<file path="src/rtl/dmem_bridge.sv">
// Data-memory bridge: turns the core's M-stage load/store into one registered
// request/acknowledge transaction on an external memory bus, with an ack timeout.
module dmem_bridge #(
  parameter int              XLEN     = 32,
  parameter int              TIMEOUT  = 255,
  parameter int              CNT_W    = 8,
  parameter logic [XLEN-1:0] ERR_DATA = 32'hDEAD_BEEF
) (
  input  logic              clk,
  input  logic              reset,
  input  logic              mem_write,
  input  logic              mem_read,
  input  logic [XLEN-1:0]   addr,
  input  logic [XLEN-1:0]   wdata,
  input  logic [XLEN-1:0]   mask,
  output logic [XLEN-1:0]   read_data,
  output logic              stall_read,
  output logic              bus_req,
  output logic              bus_we,
  output logic [XLEN-1:0]   bus_addr,
  output logic [XLEN-1:0]   bus_wdata,
  output logic [XLEN/8-1:0] bus_wstrb,
  input  logic              bus_ack,
  input  logic [XLEN-1:0]   bus_rdata,
  output logic              bus_err
);

  typedef enum logic [1:0] {S_IDLE, S_BUSY, S_DONE} state_t;

  localparam logic [XLEN-1:0] ADDR_ALIGN = ~XLEN'(3);
  localparam logic [CNT_W-1:0] CNT_LIMIT = CNT_W'(TIMEOUT);

  state_t            r_state;
  logic [CNT_W-1:0]  r_cnt;
  logic              r_bus_req;
  logic              r_bus_we;
  logic [XLEN-1:0]   r_bus_addr;
  logic [XLEN-1:0]   r_bus_wdata;
  logic [XLEN/8-1:0] r_bus_wstrb;
  logic              r_bus_err;
  logic [XLEN-1:0]   r_read_data;

  logic              w_req;
  logic [XLEN/8-1:0] w_wstrb;

  assign w_req = mem_read | mem_write;

  // A byte lane is written if any bit of its mask byte is set.
  always_comb begin
    w_wstrb = '0;
    for (int i = 0; i < XLEN/8; i++) begin
      w_wstrb[i] = |mask[8*i +: 8];
    end
  end

  // NOTE: every register here uses non-blocking assignment so all state updates
  // see the pre-edge values; the reset branch clears everything asynchronously.
  always_ff @(posedge clk or posedge reset) begin
    if (reset) begin
      r_state     <= S_IDLE;
      r_cnt       <= '0;
      r_bus_req   <= 1'b0;
      r_bus_we    <= 1'b0;
      r_bus_addr  <= '0;
      r_bus_wdata <= '0;
      r_bus_wstrb <= '0;
      r_bus_err   <= 1'b0;
      r_read_data <= '0;
    end else begin
      r_bus_err <= 1'b0;
      case (r_state)
        S_IDLE: begin
          if (w_req) begin
            r_bus_req   <= 1'b1;
            r_bus_we    <= mem_write;
            r_bus_addr  <= addr & ADDR_ALIGN;
            r_bus_wdata <= wdata;
            r_bus_wstrb <= w_wstrb;
            r_cnt       <= '0;
            r_state     <= S_BUSY;
          end
        end
        S_BUSY: begin
          if (bus_ack) begin
            if (!r_bus_we) r_read_data <= bus_rdata;
            r_bus_req <= 1'b0;
            r_state   <= S_DONE;
          end else if (r_cnt == CNT_LIMIT) begin
            if (!r_bus_we) r_read_data <= ERR_DATA;
            r_bus_req <= 1'b0;
            r_bus_err <= 1'b1;
            r_state   <= S_DONE;
          end else begin
            r_cnt <= r_cnt + CNT_W'(1);
          end
        end
        // One dead cycle so the access still held in M is not re-issued.
        S_DONE:  r_state <= S_IDLE;
        default: r_state <= S_IDLE;
      endcase
    end
  end

  assign stall_read = ((r_state == S_IDLE) && w_req) || (r_state == S_BUSY);
  assign bus_req    = r_bus_req;
  assign bus_we     = r_bus_we;
  assign bus_addr   = r_bus_addr;
  assign bus_wdata  = r_bus_wdata;
  assign bus_wstrb  = r_bus_wstrb;
  assign bus_err    = r_bus_err;
  assign read_data  = r_read_data;

endmodule

</file>
<file path="config.mk">
export PLATFORM = sky130hd
export DESIGN_NAME = dmem_bridge
export DESIGN_NICKNAME = d
export VERILOG_FILES = /design/src/rtl/dmem_bridge.sv
export SDC_FILE = /design/constraint.sdc
export NUM_CORES = 1
export LEC_CHECK = 0
export ABC_CLOCK_PERIOD_IN_PS = 5200
export CAP_MARGIN = 20
export CORE_MARGIN = 3
export CORE_UTILIZATION = 33
export DETAILED_ROUTE_END_ITERATION = 16
export HOLD_SLACK_MARGIN = 0.12
export PLACE_DENSITY = 0.7
export SYNTH_ARGS = -nofsm -noshare
export SYNTH_HDL_FRONTEND = slang
export SYNTH_SLANG_ARGS = --single-unit
</file>
<file path="constraint.sdc">
create_clock -name clk -period 5.2 [get_ports clk]
set_input_delay 0.52 -clock clk [delete_from_list [all_inputs] [get_ports clk]]
set_output_delay 0.52 -clock clk [all_outputs]
set_load 0.01 [all_outputs]
</file>
## Word level (Yosys, flattened, before mapping)

Index checks and enable logic that the tools add are counted.

- Memory bits (writable): 0
- Input bits: 133
- Bits in read-only memories: 0
- Output and inout port bits: 104
- Latch bits: 0
- Register bits after elaboration: 111
- Memories kept: 0
- Word-level logic and storage cells: 51

- Shifts and indexed selects: 0
- Equal/unequal tests: 6
- Bitwise logic cells: 2
- Add/sub/neg operators: 1
- Div/mod/pow operators: 0
- Reductions and logical operators: 14
- Multiplexer cells: 19
- $lt $le $gt $ge: 0
- $mul: 0

Operator list:

| operator | count |
|---|---|
| $mux 32 | 4 |
| $reduce_or 8->1 | 4 |
| $mux 8 | 3 |
| $pmux 8 s2 | 1 |
| $add 8x1->8 const B | 1 |
| $eq 8x8->1 const B | 1 |
| $mux 1 | 6 |
| $mux 2 | 3 |
| $ne 2x2->1 const B | 3 |
| $reduce_and 3->1 | 2 |
| $pmux 2 s2 | 1 |
| $reduce_and 2->1 | 2 |
| $reduce_and 4->1 | 1 |
| $reduce_bool 2->1 | 2 |
| $ne 3x3->1 const B | 1 |
| $eq 2x1->1 const B | 1 |
| $logic_not 2->1 | 1 |
| $pmux 1 s2 | 1 |
| $logic_and 1x1->1 | 1 |
| $logic_or 1x1->1 | 1 |
| $not 1->1 | 1 |
| $or 1x1->1 | 1 |

## Depth between registers and ports, before layout

- Word-level depth: 4
- Gate-level depth with buffers: 7
- Mapped depth without buffers: 5

## Worst setup path after synthesis

OpenSTA, ideal clock, no wires.

- Kind: in2out
- Start point: input port mem_write
- End point: output port stall_read
- Data required time: 4.680 ns
- Arrival: 1.472 ns
- Stages on the path: 5
- Setup slack: 3.208 ns
- Path buffers: 2
- Path through: or2_2 and2_1 buf_2 clkbuf_1 nand2b_1

- Cells in the longest elaborated chain, start to end: 3

Ends and longest elaborated chain:

| element | RTL line | text |
|---|---|---|
| start, declared | 11 | `input logic mem_write,` |
| $or 1x1->1 | 46 | `assign w_req = mem_read \| mem_write;` |
| $logic_and 1x1->1 | 104 | `assign stall_read = ((r_state == S_IDLE) && w_req) \|\| (r_state == S_BUSY);` |
| $logic_or 1x1->1 | 104 |  |
| end, declared | 17 | `output logic stall_read,` |

Every way passes these cells.

## Worst setup path after layout

Same ends and word-level chain as after synthesis.

==> results by stage <==
Clock network:
- The count of H-tree levels built during CTS is 3.
- The clock transition at the registers of the reported paths is ~0.070 ns.
- The worst-case clock buffer depth is 2.
- The clock drives 111 sinks.
- The count of hold buffers inserted by post-cts repair is 0.
- In this run, CTS created clock tree buffers numbering 9.
- The clock tree from TritonCTS is yes.
- The root buffer selected by CTS is clkbuf_16.
- The later pin in the worst-skew pair is clocked with a latency of between 0.3 and 0.4 ns.
- Buffers added to address setup during post-CTS repair amount to 0.
- In this run, post-CTS repair resized a total of 0 instances.

Worst hold path:
- The worst hold path begins at read_data[15].
- Along the worst hold path, the cell count comes to 1.
- The worst hold-check path type is flip-flop to flip-flop.
- The worst hold path terminates at read_data[15].

Floorplan:
- about 240 I/O pins were placed.
- The die is 120.9 microns wide.
- The die is about 120 microns tall.
- The row count is 41.
- The initial utilization of the core area, before any placement, comes to between 30% and 40%.
- The floorplan step defined a die boundary enclosing roughly 15000 sq um.
- The total core area is between 10000 and 15000 sq um.

Yosys:
- The cell type with the largest total area after synthesis is dfrtp_1.
- The fraction of the yosys area taken by sequential cells is between 60% and 70%.
- The synthesized netlist contains 38 unique library cells.
- The synthesized area is ~4400 sq um.
- Yosys printed 0 warnings.
- Sorting the synthesized cells by area gives the leading types as dfrtp_1 (64%), mux2_2 (16%), o22a_1 (4.8%).
- The gate count after technology mapping is ~300.
- Counting flops and latches in the post-synthesis netlist gives around 110.
- The area share of the largest cell type after synthesis is between 60% and 70%.
- The mean area per synthesized cell is 14.58 sq um.

Place:
- The routability congestion estimate is around 0.76.
- During placement, the flow inserted port buffers numbering between 200 and 250.
- The number of placed instances, taps included, is approximately 690.
- The HPWL reported at the end of detailed placement is 8.916 mm.
- Once placement finished, the instance area stood at just under 7000 sq um.

GRT:
- The pin count of the biggest net entering global routing is 72.
- The number of global-route vias before repair was 3692.
- The first global-routing pass estimated 18.75 mm of wire.
- The initial antenna violation count is 0.
- After global routing the overflow that remains totals 0.
- For this run, the total global-route usage over all layers was measured as around 16%.

Worst setup path:
- The critical path in this run is classified as primary input to output port.
- The launching point of the worst reg2reg path is r_state[0].
- The worst setup path is launched from a primary input.
- The worst setup path is captured at an output port.
- Data arrives at the worst endpoint at between 2 and 2.5 ns.
- Of all nets on the critical path, the largest fanout is 2.
- The largest incremental delay on the critical path is roughly 0.51 ns.
- For the worst setup path, the data required time is between 4 and 5 ns.
- The slowest stage of the critical path belongs to the cell clkdlybuf4s50_1.
- Together, buffers and inverters on the worst path number 2.
- Grouping stages by cell kind, the critical path spends the most delay in buffers and inverters.
- The critical path's most frequent cell is clkdlybuf4s50_1.
- The signal on the critical path passes through clkdlybuf4s50_1 > or2_2 > and2_2 > nand2b_1 > clkdlybuf4s50_1.
- The depth of the worst register-to-register path is 4.
- The worst register-to-register path ends at bus_addr[8].
- Setup slack on the worst reg-to-reg path comes out at slightly above 3 ns.

Finish:
- The post-layout net count is around 660.
- The most frequent standard cell in the layout excluding fill and tap cells is clkdlybuf4s50_1.
- The fraction of final layout cells sized beyond drive strength 1 is ~17%.
- The area growth from synthesis to layout is 63.69%.
- The number of antenna diodes is 0.
- Summing all non-filler instances in the final layout gives an area of 7136 sq um.
- The filler-free cell count of the finished design is approximately 700.
- The top cell types in the final layout, fill and taps aside, are clkdlybuf4s50_1 (232), dfrtp_1 (111), mux2_2 (62).

Routing:
- The first TritonRoute pass finished after 4 iterations.
- The average wire per standard cell is ~17 microns.
- The number of routed nets with antenna violations is 0.
- Dividing the detail-routed via count by the number of cells gives slightly below 5.
- Summing over every cut layer, the via total after detailed routing is around 3400.
- After detailed routing, the number of remaining DRC violations is 0.
- For this block, the initial DRC count from the detailed router was roughly 140.
- After detailed routing, the total wire length is approximately 12 mm.

Power:
- The power density over the cells is between 500 and 600 nW/um^2.
- The combinational share of power is a little under half.
- The net load switching power is approximately 1.2 mW.
- Internal power comes to between 2 and 3 mW.
- The clock share of power is a little under a fifth.
- The share of total power consumed by net switching is between 30% and 40%.
- The proportion of power drawn by flip-flops and latches is between 30 and 40%.
- IR analysis of the VDD net gives a maximum drop of approximately 360 uV.
- The total leakage power is about 2.9 nW.

Timing:
- The largest clock skew in the final design is roughly 0.0085 ns.
- The highest achievable clock rate is about 380 MHz.
- The max-slew violation count is 0.
- Setup violations remaining at the end of the flow were counted as 0.
- At the pin with the least slew margin, the transition time is 0.8822 ns.
- Setup repair after global routing left no endpoint under its margin.
- The normalized max-slew margin is 41.19%.
- The share of the clock period used by the worst path is between 50% and 60%.
- The setup TNS is 0 ns.
- The final-report hold violation count is 0.
- The smallest clock period supported by the final layout is computed as between 2 and 3 ns.

Status:
- The run finished with clean final reports.

Flow run:
- The max-capacitance violation count is 0.
==> how the worst max path moves through the flow <==
| stage | start | end | slack, ns | depth (start not counted) |
|---|---|---|---|---|
| finish | mem_write | stall_read | 2.58 | 5 |
| global route | mem_write | stall_read | 2.50 | 5 |
| CTS | mem_write | stall_read | 2.57 | 5 |
| detailed placement | mem_write | stall_read | 2.57 | 5 |
| global placement | mem_write | stall_read | 2.60 | 5 |
| floorplan | reset | bus_addr[10] | 1.75 | 1 |
==> flip-flops by register name, indices dropped and copies added (netlist names), 2 cells and up <==
signal / cells
bus_addr: 30
bus_wdata: 32
bus_wstrb: 4
r_cnt: 8
r_state: 2
read_data: 32
==> logic make-up (layout without fill, tap and decap cells) <==
kind of cell	after synthesis	count (layout)	share of synthesized area, %
buffers and inverters	21	253	2.784
muxes	62	62	16.02
DFF	111	111	63.72
adders and majority gates	1	1	0.2870
AOI/OAI and AO/OA	59	59	10.99
other	1	2	0.08603
and+or+nand+nor	44	44	6.114
==> area by class of cell <==
cell class,count,area (sq um)
Inverter,2,10.01
Clock buffer,10,239.0
Multi-Input combinational cell,168,1465
Tap cell,172,215.2
Sequential cell,111,2778
Clock inverter,6,83.83
Fill cell,1023,5638
Timing Repair Buffer,235,2345
==> power groups by stage <==
| stage | clock [mW] | combinational [mW] | sequential [mW] |
|---|---|---|---|
| after floorplan | 0 | 0.662 | 1.65 |
| after global placement | 0 | 1.82 | 1.46 |
| after detailed placement | 0 | 1.85 | 1.49 |
| after CTS | 0.762 | 1.86 | 1.47 |
| after global routing | 0.792 | 1.96 | 1.52 |
| final | 0.740 | 1.83 | 1.46 |
==> worst reg2reg max path, cell delays in order, from the launching register on <==
cell and delay, ns:
dfrtp_1 0.42, nor2_1 0.23, and2_2 0.20, buf_4 0.63, mux2_2 0.51
==> metal layers <==
metal / vias to the layer above / routed length, microns / global-route usage, %
met5: - / 0 / 0
met4: 0 / 432 / 7.932
met2: 124 / 6164 / 28.69
met3: 27 / 748 / 3.403
li1: 1560 / - / -
met1: 1676 / 4622 / 18.87
==> Yosys cell counts <==
library cell,n
ha_1,1
a22o_1,9
inv_1,2
and4_4,1
and3_1,2
conb_1,1
mux2_2,62
nand4b_1,1
o41ai_4,1
o211ai_1,1
nor2_1,8
a21o_1,1
or2_1,1
nor4_1,9
a21oi_1,4
nand3_1,3
nand2_1,3
and2b_1,1
a31oi_1,5
a41oi_1,1
and3_4,1
o21ai_0,4
clkbuf_1,3
nand3b_1,1
or3_1,2
o31ai_1,9
and4_1,1
o22a_1,24
nand4_1,1
nor3b_1,1
buf_4,4
nand2b_1,4
or2_2,2
nor3_2,1
buf_6,2
dfrtp_1,111
buf_2,10
and2_1,1
==> through the flow <==
step	setup slack, ns	power, mW	util, %	hold slack [ns]
after CTS	2.572	4.091	55.86	0.4923
after global routing	2.501	4.270	55.86	0.5102
final	2.578	4.033	55.86	0.4873
after detailed placement	2.574	3.339	53.34	0.4763
after floorplan	1.749	2.313	-	0.4999
after global placement	2.598	3.280	53.34	0.4713
(Power assumes the default switching activity.)
